[config.mk]
export PLATFORM = sky130hd
export DESIGN_NAME = spike_count_classifier
export DESIGN_NICKNAME = d
export VERILOG_FILES = /design/src/rtl/spike_count_classifier.sv
export SDC_FILE = /design/constraint.sdc
export NUM_CORES = 1
export LEC_CHECK = 0
export BUFFER_PORTS_ARGS = -buffer_cell sky130_fd_sc_hd__buf_2
export CORE_MARGIN = 2
export CORE_UTILIZATION = 56
export CTS_CLUSTER_DIAMETER = 100
export DETAILED_ROUTE_END_ITERATION = 7
export GPL_TIMING_DRIVEN = 0
export PLACE_DENSITY = 0.83
export SYNTH_ARGS = -nofsm -noshare
export SYNTH_HDL_FRONTEND = slang
export SYNTH_SLANG_ARGS = --single-unit
[constraint.sdc]
create_clock -name clock -period 3.7 [get_ports clock]
set_clock_uncertainty 0.1 [all_clocks]
set_input_delay 0.74 -clock clock [delete_from_list [all_inputs] [get_ports clock]]
set_output_delay 0.74 -clock clock [all_outputs]
set_load 0.03 [all_outputs]
[src/rtl/spike_count_classifier.sv]
// spike_count_classifier
// Final decision stage after the spiking network. It sums per-timestep class
// spike counts over one inference, then scans the sums one class per cycle
// to find the winner and offers it on a valid/ready handshake.
//
// Optional feature macro: SPIKE_CLS_EARLY_EXIT_EN
//   When defined, accumulation ends early as soon as any saturated accumulator
//   reaches EXIT_THRESH after an accepted beat.
//   When undefined, exactly NUM_STEPS beats are consumed per inference.
//
// Ports:
//   clock        rising-edge system clock
//   reset        asynchronous active-low reset
//   go           start pulse, sampled only while idle
//   in_valid     in_counts carries a beat this cycle
//   in_counts    packed counts, class c at [c*CNT_W +: CNT_W]
//   in_ready     beat accepted when in_valid & in_ready
//   class_out    winning class index
//   max_count    accumulator value of the winner
//   no_spike     every accumulator was zero
//   class_valid  result valid
//   class_ready  result consumer ready
//   busy         high whenever not idle
module spike_count_classifier #(
    parameter int NUM_CLASSES = 11,
    parameter int CNT_W       = 8,
    parameter int ACC_W       = 16,
    parameter int NUM_STEPS   = 16,
    parameter int EXIT_THRESH = 200
) (
    input  logic                         clock,
    input  logic                         reset,
    input  logic                         go,
    input  logic                         in_valid,
    input  logic [NUM_CLASSES*CNT_W-1:0] in_counts,
    output logic                         in_ready,
    output logic [3:0]                   class_out,
    output logic [ACC_W-1:0]             max_count,
    output logic                         no_spike,
    output logic                         class_valid,
    input  logic                         class_ready,
    output logic                         busy
);

    localparam int STEP_W = $clog2(NUM_STEPS + 1);
    localparam logic [ACC_W-1:0] ACC_MAX  = {ACC_W{1'b1}};
    localparam logic [ACC_W-1:0] EXIT_LVL = ACC_W'(EXIT_THRESH);
`ifdef SPIKE_CLS_EARLY_EXIT_EN
    localparam logic EARLY_EXIT = 1'b1;
`else
    localparam logic EARLY_EXIT = 1'b0;
`endif

    typedef enum logic [1:0] {
        ST_IDLE  = 2'd0,
        ST_ACCUM = 2'd1,
        ST_SCAN  = 2'd2,
        ST_HOLD  = 2'd3
    } state_e;

    // Add a zero-extended count one bit wider than the accumulator, then clamp.
    function automatic logic [ACC_W-1:0] sat_add(input logic [ACC_W-1:0] a,
                                                 input logic [CNT_W-1:0] b);
        logic [ACC_W:0] sum;
        sum = {1'b0, a} + {{(ACC_W + 1 - CNT_W){1'b0}}, b};
        if (sum[ACC_W]) begin
            return ACC_MAX;
        end else begin
            return sum[ACC_W-1:0];
        end
    endfunction

    state_e              state_q, state_d;
    logic [ACC_W-1:0]    acc_q [NUM_CLASSES];
    logic [ACC_W-1:0]    acc_d [NUM_CLASSES];
    logic [ACC_W-1:0]    sum_s [NUM_CLASSES];
    logic [STEP_W-1:0]   step_q, step_d;
    logic [3:0]          idx_q, idx_d;
    logic [ACC_W-1:0]    best_q, best_d;
    logic [3:0]          best_idx_q, best_idx_d;
    logic [3:0]          class_out_q, class_out_d;
    logic [ACC_W-1:0]    max_count_q, max_count_d;
    logic                no_spike_q, no_spike_d;
    logic                in_ready_q, busy_q, class_valid_q;
    logic                exit_s;
    logic                take_s;
    logic [ACC_W-1:0]    best_nxt_s;
    logic [3:0]          best_idx_nxt_s;

    // Saturated candidate sums for the current beat and the early-exit test on them.
    always_comb begin
        exit_s = 1'b0;
        for (int c = 0; c < NUM_CLASSES; c++) begin
            sum_s[c] = sat_add(acc_q[c], in_counts[c*CNT_W +: CNT_W]);
            if (EARLY_EXIT && (sum_s[c] >= EXIT_LVL)) begin
                exit_s = 1'b1;
            end else begin
                exit_s = exit_s;
            end
        end
    end

    // Running argmax: index 0 seeds the best, later indices replace it only when strictly greater.
    always_comb begin
        take_s = (idx_q == 4'd0) || (acc_q[idx_q] > best_q);
        if (take_s) begin
            best_nxt_s     = acc_q[idx_q];
            best_idx_nxt_s = idx_q;
        end else begin
            best_nxt_s     = best_q;
            best_idx_nxt_s = best_idx_q;
        end
    end

    // Next-state and datapath update for the IDLE/ACCUM/SCAN/HOLD sequence.
    always_comb begin
        state_d     = state_q;
        acc_d       = acc_q;
        step_d      = step_q;
        idx_d       = idx_q;
        best_d      = best_q;
        best_idx_d  = best_idx_q;
        class_out_d = class_out_q;
        max_count_d = max_count_q;
        no_spike_d  = no_spike_q;
        case (state_q)
            ST_IDLE: begin
                if (go) begin
                    state_d = ST_ACCUM;
                    acc_d   = '{default: '0};
                    step_d  = '0;
                    idx_d   = 4'd0;
                end else begin
                    state_d = ST_IDLE;
                end
            end
            ST_ACCUM: begin
                if (in_valid) begin
                    acc_d  = sum_s;
                    step_d = step_q + STEP_W'(1);
                    if ((step_q == STEP_W'(NUM_STEPS - 1)) || exit_s) begin
                        state_d = ST_SCAN;
                        idx_d   = 4'd0;
                    end else begin
                        state_d = ST_ACCUM;
                    end
                end else begin
                    state_d = ST_ACCUM;
                end
            end
            ST_SCAN: begin
                best_d     = best_nxt_s;
                best_idx_d = best_idx_nxt_s;
                if (idx_q == 4'(NUM_CLASSES - 1)) begin
                    class_out_d = best_idx_nxt_s;
                    max_count_d = best_nxt_s;
                    no_spike_d  = (best_nxt_s == '0);
                    idx_d       = 4'd0;
                    state_d     = ST_HOLD;
                end else begin
                    idx_d   = idx_q + 4'd1;
                    state_d = ST_SCAN;
                end
            end
            ST_HOLD: begin
                if (class_ready) begin
                    state_d = ST_IDLE;
                end else begin
                    state_d = ST_HOLD;
                end
            end
            default: begin
                state_d = ST_IDLE;
            end
        endcase
    end

    // State, datapath and registered handshake outputs.
    always_ff @(posedge clock or negedge reset) begin
        if (!reset) begin
            state_q       <= ST_IDLE;
            acc_q         <= '{default: '0};
            step_q        <= '0;
            idx_q         <= 4'd0;
            best_q        <= '0;
            best_idx_q    <= 4'd0;
            class_out_q   <= 4'd0;
            max_count_q   <= '0;
            no_spike_q    <= 1'b0;
            in_ready_q    <= 1'b0;
            busy_q        <= 1'b0;
            class_valid_q <= 1'b0;
        end else begin
            state_q       <= state_d;
            acc_q         <= acc_d;
            step_q        <= step_d;
            idx_q         <= idx_d;
            best_q        <= best_d;
            best_idx_q    <= best_idx_d;
            class_out_q   <= class_out_d;
            max_count_q   <= max_count_d;
            no_spike_q    <= no_spike_d;
            in_ready_q    <= (state_d == ST_ACCUM);
            busy_q        <= (state_d != ST_IDLE);
            class_valid_q <= (state_d == ST_HOLD);
        end
    end

    assign in_ready    = in_ready_q;
    assign busy        = busy_q;
    assign class_valid = class_valid_q;
    assign class_out   = class_out_q;
    assign max_count   = max_count_q;
    assign no_spike    = no_spike_q;

endmodule

==> metrics.md <==
| Metric | Value |
|---|---|
| Netlist area before placement | `between 15,000 and 20,000 um^2` |
| CTS Root Cell | `clkbuf_16` |
| Count of fill cells added during filler insertion | `1,901` |
| Worst Max-Slew Pin Slew | `1.32 ns` |
| Maximum clock frequency | `between 0.2 and 0.25 GHz` |
| Most used cells in the layout excluding fill and tap cells | `dfrtp_1 (231), a21oi_1 (208), buf_2 (120)` |
| Worst-skew pair later-pin latency | `about 0.56 ns` |
| Number of antenna violations at the first check in global routing | `0` |
| Vias in the first global route | `14,476` |
| Worst path top cell family by delay | `multiplexers` |
| Critical Path Stages | `18` |
| Worst-case headroom to the max-slew limit | `between 10% and 20%` |
| Average wire per cell in the routed design | `24.3 um` |
| Peak supply drop | `around 470 uV` |
| Worst reg2reg startpoint | `idx_q[0]$_DFFE_PN0P_` |
| Row cnt | `60` |
| Post-route DRC | `0` |
| CP Cell Sequence | `buf_12, buf_12, mux4_2, mux2i_2, o22ai_2, ha_1, nand4_1, buf_4, nor4_4, a211oi_2, o31a_2, a21oi_4, buf_12, buf_12, buf_4, mux2i_4, nand4_1, o41ai_2` |
| DP Area | `roughly 17,000 um^2` |
| Result of the run | `finished, violations left` |
| Initial Utilization | `between 50 and 60%` |
| Cells after synthesis | `between 1,500 and 2,000` |
| Clock tree from TritonCTS | `built` |
| Async set-reset flop share out of synthesis | `between 90% and 100%` |
| Startpoint kind of the worst setup timing path | `register` |
| Clock sink count | `around 230` |
| Pre-CTS worst setup slack | `-1.46 ns` |
| Type of the setup path with the least slack | `register to register` |
| Slowest-stage cell, CP | `mux4_2` |
| Count of routing violations after the opening detailed-route iteration | `about 2,000` |
| Layout cell share with drive strength beyond 1 | `between 10% and 20%` |
| Classification of the worst-slack hold path | `input pin to async pin` |
| Capture instance of the worst register-to-register path | `no_spike$_DFFE_PN0P_` |
| Setup slack of the most critical reg-to-reg path | `-0.88 ns` |
| Max-Cap Viols | `0` |
| Cell variety after synth | `67` |
| Unrepaired setup endpoints after global routing | `yes` |
| R2r worst-path depth | `18` |
| Final antenna diode count | `0` |
| Avg Inst Size Synth | `9.31 um^2` |
| H-tree depth reported by CTS | `1` |
| LEAKAGE | `between 8 and 9 nW` |
| Cell mode on critical path | `buf_12` |
| Y dimension of the die | `roughly 170 um` |
| Category of the worst setup path capture point | `register` |
| Synth-to-layout area growth | `20.6%` |
| Via-to-Cell Ratio | `between 6 and 7` |
| First-pass GRT wire length | `about 77,000 um` |
| Tcrit/Tclk final | `124%` |
| Top-level port count | `roughly 120` |
| Clock-pin transition on the worst setup and hold timing paths | `approximately 0.07 ns` |
| Top_reg_cell synth | `dfrtp_1` |
| Seq cells post-synth | `231` |
| Number of failing setup endpoints in the final timing report | `between 40 and 50` |
| Number of pins with negative max-slew slack in the final report | `0` |
| Final hold viol count | `0` |
| WP data arrival | `4.93 ns` |
| Syn Nets | `1,874` |
| Max Root-Sink Buffers | `3` |
| Max FO, Critical Path | `8` |
| Final setup margin | `-0.877 ns` |
| DIE AREA | `28,900 um^2` |
| Number of buffers added on ports | `approximately 120` |
| Violations in the final reports | `negative setup slack` |
| Routed via count | `15,127` |
| PD cells | `a little under 1000 nW/um^2` |
| Total iterations of the first detailed-routing run | `6` |
| Worst Path Buf+Inv | `6` |
| Largest net degree at the start of global routing | `119` |
| CORE AREA | `about 27,000 um^2` |
| Minimum period implied by the final worst setup slack | `approximately 4.6 ns` |
| Sum of overflow across all layers after global routing | `0` |
| Count of flip-flops with a built-in enable after synthesis | `0` |
| Number of CTS-inserted buffers | `26` |
| Hold buffers post-CTS | `0` |
| Data required time of the critical path | `about 4 ns` |
| Final instance area | `between 15,000 and 20,000 um^2` |
| Post-synthesis sequential area ratio | `between 30 and 40%` |
| Number of warnings printed during yosys synthesis | `0` |
| CP peak stage delay | `0.57 ns` |
| Area used by multi-input combinational logic | `~9600 um^2` |
| Number of nets still failing antenna checks after routing | `0` |
| Final HPWL from detailed placement | `34,800 um` |
| Register area | `around 5800 um^2` |
| Commonest non-fill, non-tap cell in the layout | `dfrtp_1` |
| Width of the die | `170 um` |
| GP Congestion | `about 1.0` |
| Net count reported at finish | `2,064` |
| Global-route usage over all layers | `between 30% and 40%` |
| Final WL | `53,600 um` |
[cell usage after synthesis, drive strengths merged (3+ instances only)]
cell	count	area (um^2)
o21ai	101	505
mux2i	59	607
o21bai	9	67.6
ha	109	1360
and4	15	131
nor2b	21	131
nand4	16	100
nand2b	12	75.1
o31ai	6	45.0
a211oi	23	178
and3	27	169
fa	11	220
a41oi	6	52.6
and2	22	138
nor4	3	25.0
o21a	9	67.6
nor2	98	368
and4b	4	40.0
o211a	6	60.1
nor4b	3	26.3
a311oi	22	193
xor2	22	193
a21o	30	225
mux4	32	721
a41o	4	40.0
or2	5	31.3
o211ai	4	30.0
a21boi	11	82.6
o22ai	16	100
nor3	27	135
a22o	6	52.6
dfrtp	231	5780
xnor2	40	350
mux2	5	56.3
clkbuf	67	251
nand3	36	180
a21oi	211	1070
a31oi	81	507
nand2	113	424
inv	94	353
buf	24	131
or3	4	25.0
[stage by stage]
step                total power [W]  TNS [ns]  std cells  util [%]  hold slack, ns
CTS                          0.0167     -4.59       2195      67.2           0.203
global placement             0.0120   -561.45       2118      61.0           0.357
global route                 0.0192    -24.09       2210      69.0           0.243
floorplan                    0.0102         0       1661         -           0.344
detailed placement           0.0125    -42.44       2119      61.1           0.365
finish                       0.0184    -21.00       2210      69.0           0.139
[flip-flops by register name, summed over array words and instances (netlist names)]
| register | cells |
|---|---|
| no_spike | 1 |
| state_q | 2 |
| step_q | 5 |
| max_count | 16 |
| idx_q | 4 |
| class_valid | 1 |
| best_idx_q | 4 |
| best_q | 16 |
| class_out | 4 |
| acc_q | 176 |
| in_ready | 1 |
| busy | 1 |
[report_power, final]
part	total (W)	leakage [nW]	internal (W)	switching, W
registers	0.00459	2.86	0.00345	0.00114
clock network	0.00278	0.454	0.00167	0.00111
logic	0.0110	4.89	0.00501	0.00599
[worst max path at each step]
stage | endpoint | slack [ns] | start
3_3_place_gp | acc_q[36]$_DFFE_PN0P_ | -2.29 | reset
2_1_floorplan | no_spike$_DFFE_PN0P_ | 0.02 | idx_q[0]$_DFFE_PN0P_
6_report | no_spike$_DFFE_PN0P_ | -0.88 | idx_q[0]$_DFFE_PN0P_
4_1_cts | no_spike$_DFFE_PN0P_ | -0.39 | idx_q[0]$_DFFE_PN0P_
3_5_place_dp | no_spike$_DFFE_PN0P_ | -1.46 | idx_q[1]$_DFFE_PN0P_
5_1_grt | no_spike$_DFFE_PN0P_ | -0.96 | idx_q[0]$_DFFE_PN0P_
[per-layer routing]
layer / track usage, % / up-vias / routed length (um) / share of wire [%]
met4: 20.0 / 0 / 3780 / 7.0
met3: 9.35 / 295 / 6690 / 12
met2: 54.4 / 1093 / 24100 / 45
met5: 0 / - / 0 / 0
li1: - / 6522 / - / -
met1: 42.8 / 7217 / 19000 / 36
[final cells by class]
type,count,area share [%]
buffer,90,2.75
inverter,94,1.89
tap,341,2.29
multi-input combinational,1245,51.4
sequential,231,31.0
clock buffer,38,4.22
clock inverter,8,0.678
timing repair buffer,163,5.79
[what timing repair did]
| item | 4_1_cts | 5_1_grt |
|---|---|---|
| cloned | 2 | 1 |
| buffers inserted | 28 | 15 |
| setup endpoints to repair | 41 | 41 |
| pin swaps | 18 | 11 |
| resized for setup | 109 | 64 |
[logic make-up (layout without fill, tap and decap cells)]
family                     Yosys count  count (layout)  share of synthesized area (%)
AOI/OAI and AO/OA                  556             556                           21.9
and+or+nand+nor                    411             411                           13.2
adders and majority gates          120             120                           10.2
xor gates and xnor gates            62              62                           3.51
muxes                               96              96                           8.95
DFF                                231             231                           37.4
buffers and inverters              185             393                           4.76
Power figures use the tool's default switching activity.
